==> src/rtl/fetch_prefetch_queue.sv <==
`default_nettype none
// ============================================================================
// Module   : fetch_prefetch_queue
// Purpose  : Instruction prefetch buffer between a synchronous instruction
//            ROM and the Fetch-Decode pipeline register. Owns the fetch PC,
//            issues one ROM read per cycle while buffer credit remains,
//            queues returned words together with their PCs, and presents the
//            head entry to decode. Decode stalls hold the head entry.
//            A taken-branch redirect flushes the queue and restarts fetch.
// Ports    : clk            - clock, rising edge
//            reset          - asynchronous active-low reset
//            rom_address    - ROM read address (the fetch PC register)
//            rom_q          - ROM read data, one cycle after the address
//            stall          - decode not accepting the head this cycle
//            redirect_valid - taken branch from decode
//            redirect_pc    - branch target
//            instr_valid    - head entry present
//            instr          - head instruction word (0 when empty)
//            instr_pc       - PC of head instruction (0 when empty)
//            occupancy      - number of queued entries
// Revision : 1.0 - initial release
// ============================================================================
module fetch_prefetch_queue #(
  parameter int DEPTH   = 4,
  parameter int ADDR_W  = 16,
  parameter int INSTR_W = 16
) (
  input  logic                       clk,
  input  logic                       reset,
  output logic [ADDR_W-1:0]          rom_address,
  input  logic [INSTR_W-1:0]         rom_q,
  input  logic                       stall,
  input  logic                       redirect_valid,
  input  logic [ADDR_W-1:0]          redirect_pc,
  output logic                       instr_valid,
  output logic [INSTR_W-1:0]         instr,
  output logic [ADDR_W-1:0]          instr_pc,
  output logic [$clog2(DEPTH+1)-1:0] occupancy
);

  localparam int c_ptr_w = $clog2(DEPTH);
  localparam int c_cnt_w = $clog2(DEPTH+1);

  // Fetch and queue control state
  logic [ADDR_W-1:0]  r_fetch_pc;
  logic [c_ptr_w-1:0] r_rd_ptr;
  logic [c_ptr_w-1:0] r_wr_ptr;
  logic [c_cnt_w-1:0] r_count;
  logic               r_inflight_valid;
  logic [ADDR_W-1:0]  r_inflight_pc;

  // Entry storage; contents are only observed through a non-zero count,
  // so it needs no reset.
  logic [INSTR_W-1:0] r_mem_instr [DEPTH];
  logic [ADDR_W-1:0]  r_mem_pc    [DEPTH];

  logic [c_cnt_w-1:0] w_credit_used;
  logic               w_issue;
  logic               w_enq;
  logic               w_deq;
  logic               w_not_empty;

  // Credit counts the in-flight read as already occupying a slot, so a
  // returning word always has room. A dequeue in the same cycle is not
  // credited, which keeps the issue decision off the stall path.
  assign w_credit_used = r_count + c_cnt_w'(r_inflight_valid);
  assign w_issue       = !redirect_valid && (w_credit_used < c_cnt_w'(DEPTH));
  assign w_not_empty   = (r_count != '0);
  assign w_enq         = r_inflight_valid && !redirect_valid;
  assign w_deq         = w_not_empty && !stall && !redirect_valid;

  always_ff @(posedge clk or negedge reset) begin
    if (!reset) begin
      r_fetch_pc       <= '0;
      r_rd_ptr         <= '0;
      r_wr_ptr         <= '0;
      r_count          <= '0;
      r_inflight_valid <= 1'b0;
      r_inflight_pc    <= '0;
    end else if (redirect_valid) begin
      // Flush: drop queued entries and the word returning this cycle,
      // then restart fetch at the branch target on the next cycle.
      r_count          <= '0;
      r_rd_ptr         <= r_wr_ptr;
      r_inflight_valid <= 1'b0;
      r_fetch_pc       <= redirect_pc;
    end else begin
      r_inflight_valid <= w_issue;
      if (w_issue) begin
        r_inflight_pc <= r_fetch_pc;
        r_fetch_pc    <= r_fetch_pc + ADDR_W'(1);
      end
      if (w_enq) begin
        r_wr_ptr <= r_wr_ptr + c_ptr_w'(1);
      end
      if (w_deq) begin
        r_rd_ptr <= r_rd_ptr + c_ptr_w'(1);
      end
      r_count <= r_count + c_cnt_w'(w_enq) - c_cnt_w'(w_deq);
    end
  end

  always_ff @(posedge clk) begin
    if (w_enq) begin
      r_mem_instr[r_wr_ptr] <= rom_q;
      r_mem_pc[r_wr_ptr]    <= r_inflight_pc;
    end
  end

  assign rom_address = r_fetch_pc;
  assign instr_valid = w_not_empty;
  assign instr       = w_not_empty ? r_mem_instr[r_rd_ptr] : '0;
  assign instr_pc    = w_not_empty ? r_mem_pc[r_rd_ptr]    : '0;
  assign occupancy   = r_count;

endmodule
`default_nettype wire

==> config.mk <==
export PLATFORM = sky130hd
export DESIGN_NAME = fetch_prefetch_queue
export DESIGN_NICKNAME = d
export VERILOG_FILES = /design/src/rtl/fetch_prefetch_queue.sv
export SDC_FILE = /design/constraint.sdc
export NUM_CORES = 1
export LEC_CHECK = 0
export ABC_AREA = 1
export CAP_MARGIN = 20
export CORE_MARGIN = 5
export CORE_UTILIZATION = 50
export CTS_CLUSTER_DIAMETER = 60
export CTS_CLUSTER_SIZE = 16
export DETAILED_ROUTE_END_ITERATION = 7
export PLACE_DENSITY = 0.73
export SYNTH_ARGS = -nofsm -noshare
export SYNTH_HDL_FRONTEND = slang
export SYNTH_SLANG_ARGS = --single-unit
==> constraint.sdc <==
create_clock -name clk -period 6.95 [get_ports clk]
set_input_delay 1.7375 -clock clk [delete_from_list [all_inputs] [get_ports clk]]
set_output_delay 1.7375 -clock clk [all_outputs]
set_load 0.1 [all_outputs]
==> summary.md, run 1 <==
| Metric | Value |
|---|---|
| Post-synth EDFFs | `128` |
| Remaining Overflow, GRT | `0` |
| Hold Path Class | `flip-flop to flip-flop` |
| Synth async-reset ratio | `23.8%` |
| Layout Nets | `about 800` |
| Arr. time, crit path | `3.29 ns` |
| Routed Antenna Nets | `0` |
| Total wire length | `15400 microns` |
| Tcrit/Tclk final | `72.3%` |
| Netlist cell types | `33` |
| Most common cell in the synthesized netlist | `nor2_1` |
| Core Area | `~0.014 sq mm` |
| Post-Syn Nets | `713` |
| #FFs+latches synth | `168` |
| Worst slack, placed | `2.42 ns` |
| Initial Util | `51.3%` |
| Worst-path maximum fanout | `66` |
| Min Tclk post-route | `5.03 ns` |
| CP endpoint kind | `output pin` |
| Crit path largest cell delay | `around 1.2 ns` |
| Top FF cell, synth | `edfxtp_1` |
| Pin count of the biggest net entering global routing | `67` |
| Wire length per cell | `16.4 microns` |
| TritonCTS clock tree | `yes` |
| H-tree lvl count | `4` |
| Multi-input combinational cell area | `0.00204 sq mm` |
| CP delay by family, top | `buffers and inverters` |
| Post-CTS Hold Buffers | `0` |
| Normalized max-slew margin | `29.5%` |
| # resized after CTS | `0` |
| Setup WS post-layout | `1.92 ns` |
| Synth top area share | `between 50% and 60%` |
| Slowest cell on crit path | `clkdlybuf4s50_1` |
| Outcome | `finished, final reports clean` |
| Fill count | `1091` |
| CP required | `5.21 ns` |
| Post-Syn Instances | `669` |
| Clock tree buffer depth | `2` |
| Vias in the first global route | `4890` |
| Global-route wire length before repair | `around 25000 microns` |
| Critical path cell sequence | `inv_2, o21ai_0, a21oi_1, clkdlybuf4s50_1` |
| Post-CTS Setup Inserts | `0` |
| Worst-margin pin slew | `1.06 ns` |
| Root buf cell | `clkbuf_16` |
| Diodes inserted | `0` |
| Final clock skew | `between 0.01 and 0.015 ns` |
| Synth warnings | `0` |
| RePlAce Congestion | `about 0.85` |
| Drt pass-1 iters | `7` |
| Final setup fails | `0` |
| Worst setup SP type | `flip-flop` |
| Yosys top cell by area | `edfxtp_1` |
| Iteration-0 DRC Markers | `400` |
| WS Path Type | `flip-flop to output pin` |
| DRC viols | `0` |
| CP bufs+invs | `2` |
| Port Buffer Count | `87` |
| # rows | `between 40 and 50` |
| Synth area leaders | `edfxtp_1, dfrtp_1, nor2_1, nand2_1, o21ai_0` |
| Fin Setup TNS | `0 ns` |
| Final number of hold-violating endpoints | `0` |
| Fin. max-slew vios | `0` |
| Drt via density | `5.36` |
| Total track usage | `19.1%` |
| Ports | `88` |
| Achievable Freq | `199 MHz` |
| Die Ht | `130 microns` |
| Register area share after synthesis | `67.5%` |
| Synth Cell Area | `0.00718 sq mm` |
| RSZ-0062 raised after global routing | `no` |
| Worst-path clk slew | `roughly 0.06 ns` |
| Worst-skew pair later-pin latency | `0.42 ns` |
| Final core occ | `62.4%` |
| Average instance area after synthesis | `10.7 sq um` |
| Cts bufs inserted | `17` |
| Via count | `roughly 5000` |
| Sequential standard cell area | `0.00485 sq mm` |
| Layout cells sized above 1 | `7.11%` |
| Area growth syn-to-layout | `21.5%` |
| Die ar. | `0.0169 sq mm` |
| Die W | `approximately 130 microns` |
| Max cap viols | `0` |
| Initial antenna violation count | `0` |
| Detail Placement HPWL | `9190 microns` |
| CTS sink cnt | `168` |
| Synth cell count leaders | `nor2_1, edfxtp_1, nand2_1` |
-- area by class of cell --
type	instances	area share [%]
timing repair buffer	91	10.3
multi-input combinational	429	23.3
clock inverter	8	1.10
tap	180	2.58
inverter	40	1.72
clock buffer	24	5.41
sequential	168	55.5
-- state kept, by name (all words and copies together) (netlist names) --
name              cells
occupancy             3
r_inflight_pc        16
r_inflight_valid      1
r_mem_instr          64
r_mem_pc             64
r_rd_ptr              2
r_wr_ptr              2
rom_address          16
-- stage by stage --
stage | instances | cell area, sq um | hold slack (ns)
5_1_grt | 940 | 8720 | 0.535
3_5_place_dp | 907 | 8150 | 0.506
6_report | 940 | 8720 | 0.518
2_1_floorplan | 669 | 7180 | 0.476
4_1_cts | 939 | 8710 | 0.519
3_3_place_gp | 907 | 8150 | 0.488
-- worst paths after layout --
check	from	endpoint	slack, ns	cells after the start
setup / recovery	r_rd_ptr[0]$_DFFE_PN0P_	instr_pc[5]	1.92	4
hold / removal	r_inflight_pc[11]$_DFFE_PN0P_	r_mem_pc[2][11]$_DFFE_PP_	0.52	0
setup reg to reg	occupancy[1]$_DFF_PN0_	occupancy[2]$_DFF_PN0_	4.01	11
hold reg to reg	r_inflight_pc[11]$_DFFE_PN0P_	r_mem_pc[2][11]$_DFFE_PP_	0.52	0
max in group asynchronous	reset	r_rd_ptr[0]$_DFFE_PN0P_	4.84	1
min in group asynchronous	reset	rom_address[13]$_DFFE_PN0P_	1.47	1
-- cells in the final DEF (no fill, tap or decap), types with 7 or more instances in the layout --
cell type,synthesis,layout
a21oi_1,35,35
nand3_1,23,23
clkdlybuf4s50_1,0,86
o21ai_0,51,51
o21ai_1,31,31
nor2_1,146,142
nand2_1,102,102
clkbuf_16,0,17
edfxtp_1,128,128
ha_1,7,7
dfrtp_1,40,39
inv_1,37,37
-- kinds of logic after synthesis --
logic type      share of synthesized area (%)
simple gates                             16.4
buf+inv                                  4.65
flops                                    67.5
xor+xnor                                0.610
compound gates                           9.39
fa+ha+maj                                1.50
-- per-layer routing --
metal | routed length (microns) | GRT usage (%) | vias up
met5 | 0 | 0 | -
met4 | 179 | 6.36 | 0
met3 | 884 | 4.18 | 15
met2 | 7300 | 30.8 | 185
met1 | 7050 | 25.9 | 2417
li1 | - | - | 2421
-- worst reg2reg max path, cell delays in order, from the launching register on --
cell	delay (ns)
dfrtp_1	0.46
inv_1	0.08
nand2_1	0.10
nor2_4	0.75
nor3_1	0.21
ha_1	0.34
inv_1	0.06
ha_1	0.13
inv_1	0.05
fa_1	0.38
and3_1	0.18
nor3_1	0.13
Power of run 1 is not shown: default switching activity piles up to over one toggle a cycle in this logic, so the estimate is an artifact.
==> run 2: changes to the inputs <==
--- a/config.mk
+++ b/config.mk
@@ -12,7 +12,7 @@
 export CTS_CLUSTER_DIAMETER = 60
 export CTS_CLUSTER_SIZE = 16
 export DETAILED_ROUTE_END_ITERATION = 7
-export PLACE_DENSITY = 0.73
+export PLACE_DENSITY = 0.76
 export SYNTH_ARGS = -nofsm -noshare
 export SYNTH_HDL_FRONTEND = slang
 export SYNTH_SLANG_ARGS = --single-unit
==> constraint.sdc (replaced) <==
create_clock -name clk -period 4.2 [get_ports clk]
set_input_delay 1.05 -clock clk [delete_from_list [all_inputs] [get_ports clk]]
set_output_delay 1.05 -clock clk [all_outputs]
set_load 0.1 [all_outputs]
==> summary.md, run 2 (synthesized netlist as in run 1, its figures left out) <==
| Metric | Value |
|---|---|
| Worst-margin pin slew | `0.984 ns` |
| Most common cell after layout, fill and taps aside | `nor2_1` |
| Routed Antenna Nets | `0` |
| Initial Util | `51.3%` |
| Vias in the first global route | `5206` |
| Worst setup SP type | `flip-flop` |
| CP required | `3.15 ns` |
| Core Area | `0.0140 sq mm` |
| Total wire length | `15600 microns` |
| Die W | `130 microns` |
| Drt pass-1 iters | `5` |
| Fin Setup TNS | `0 ns` |
| Worst-path clk slew | `approximately 0.060 ns` |
| WS Path Type | `flip-flop to output pin` |
| Die ar. | `0.0169 sq mm` |
| TritonCTS clock tree | `yes` |
| Layout cells sized above 1 | `13.3%` |
| Detail Placement HPWL | `9700 microns` |
| RePlAce Congestion | `0.896` |
| RSZ-0062 raised after global routing | `no` |
| Max cap viols | `0` |
| Final number of hold-violating endpoints | `0` |
| Area growth syn-to-layout | `27.2%` |
| Die Ht | `approximately 130 microns` |
| Outcome | `finished, final reports clean` |
| Layout Nets | `800` |
| CTS sink cnt | `168` |
| Achievable Freq | `roughly 270 MHz` |
| Final clock skew | `~0.0085 ns` |
| Min Tclk post-route | `3.67 ns` |
| Final setup fails | `0` |
| Initial antenna violation count | `0` |
| Worst-skew pair later-pin latency | `~0.42 ns` |
| Ports | `88` |
| H-tree lvl count | `4` |
| Pin count of the biggest net entering global routing | `67` |
| Worst-path maximum fanout | `34` |
| Wire length per cell | `16.5 microns` |
| Normalized max-slew margin | `34.2%` |
| Iteration-0 DRC Markers | `409` |
| Post-CTS Hold Buffers | `0` |
| Arr. time, crit path | `2.62 ns` |
| Post-CTS Setup Inserts | `0` |
| Root buf cell | `clkbuf_16` |
| Port Buffer Count | `87` |
| Most frequent cells in the layout | `nor2_1, edfxtp_1, nand2_1, clkdlybuf4s50_1, o21ai_0` |
| Tcrit/Tclk final | `between 80% and 90%` |
| # resized after CTS | `0` |
| CP endpoint kind | `output pin` |
| Diodes inserted | `0` |
| Drt via density | `5.40` |
| Hold Path Class | `flip-flop to flip-flop` |
| Via count | `5124` |
| Fin. max-slew vios | `0` |
| Global-route wire length before repair | `around 25000 microns` |
| # rows | `43` |
| Remaining Overflow, GRT | `0` |
| Total track usage | `19.3%` |
| DRC viols | `0` |
| Clock tree buffer depth | `2` |
| Cts bufs inserted | `17` |
| Biggest regs | `r_mem_instr x64, r_mem_pc x64` |
run 2: path summary, 6_finish.rpt:
path / from / to / slack, ns / cells past startpoint
min in group asynchronous: reset / rom_address[3]$_DFFE_PN0P_ / 0.76 / 1
setup / recovery: r_rd_ptr[1]$_DFFE_PN0P_ / instr_pc[6] / 0.53 / 5
hold reg to reg: r_inflight_pc[0]$_DFFE_PN0P_ / r_mem_pc[0][0]$_DFFE_PP_ / 0.52 / 0
max in group asynchronous: reset / r_rd_ptr[0]$_DFFE_PN0P_ / 2.80 / 1
hold / removal: r_inflight_pc[0]$_DFFE_PN0P_ / r_mem_pc[0][0]$_DFFE_PP_ / 0.52 / 0
setup reg to reg: occupancy[1]$_DFF_PN0_ / occupancy[2]$_DFF_PN0_ / 1.68 / 12
run 2: worst max-delay path, stage by stage (launching register included):
cell and delay (ns):
dfrtp_1 0.77, inv_2 0.49, nor2_1 0.20, o21ai_0 0.10, a21oi_1 0.39, buf_12 0.23
run 2: per-stage QoR:
step                      cells  utilization (%)  cell area (sq um)  hold slack, ns  setup slack (ns)
after floorplan             669                -               7180           0.476             0.124
after global placement      917             61.0               8530           0.486             0.977
after detailed placement    917             61.0               8530           0.510             0.884
after CTS                   949             65.3               9130           0.525             0.486
after global routing        949             65.3               9130           0.558             0.384
final                       949             65.3               9130           0.519             0.528
run 2: final cells by class:
type,count,area [sq um]
Fill cell,1013,4860
Timing Repair Buffer,100,1280
Tap cell,180,225
Inverter,40,150
Sequential cell,168,4850
Multi-Input combinational cell,429,2030
Clock inverter,15,171
Clock buffer,17,425
run 2: routing by layer:
layer | track usage, % | wire [microns]
met5 | 0 | 0
met4 | 5.44 | 175
met3 | 5.53 | 974
met2 | 33.1 | 7830
met1 | 24.2 | 6640
Power of run 2 is left out for the same reason.
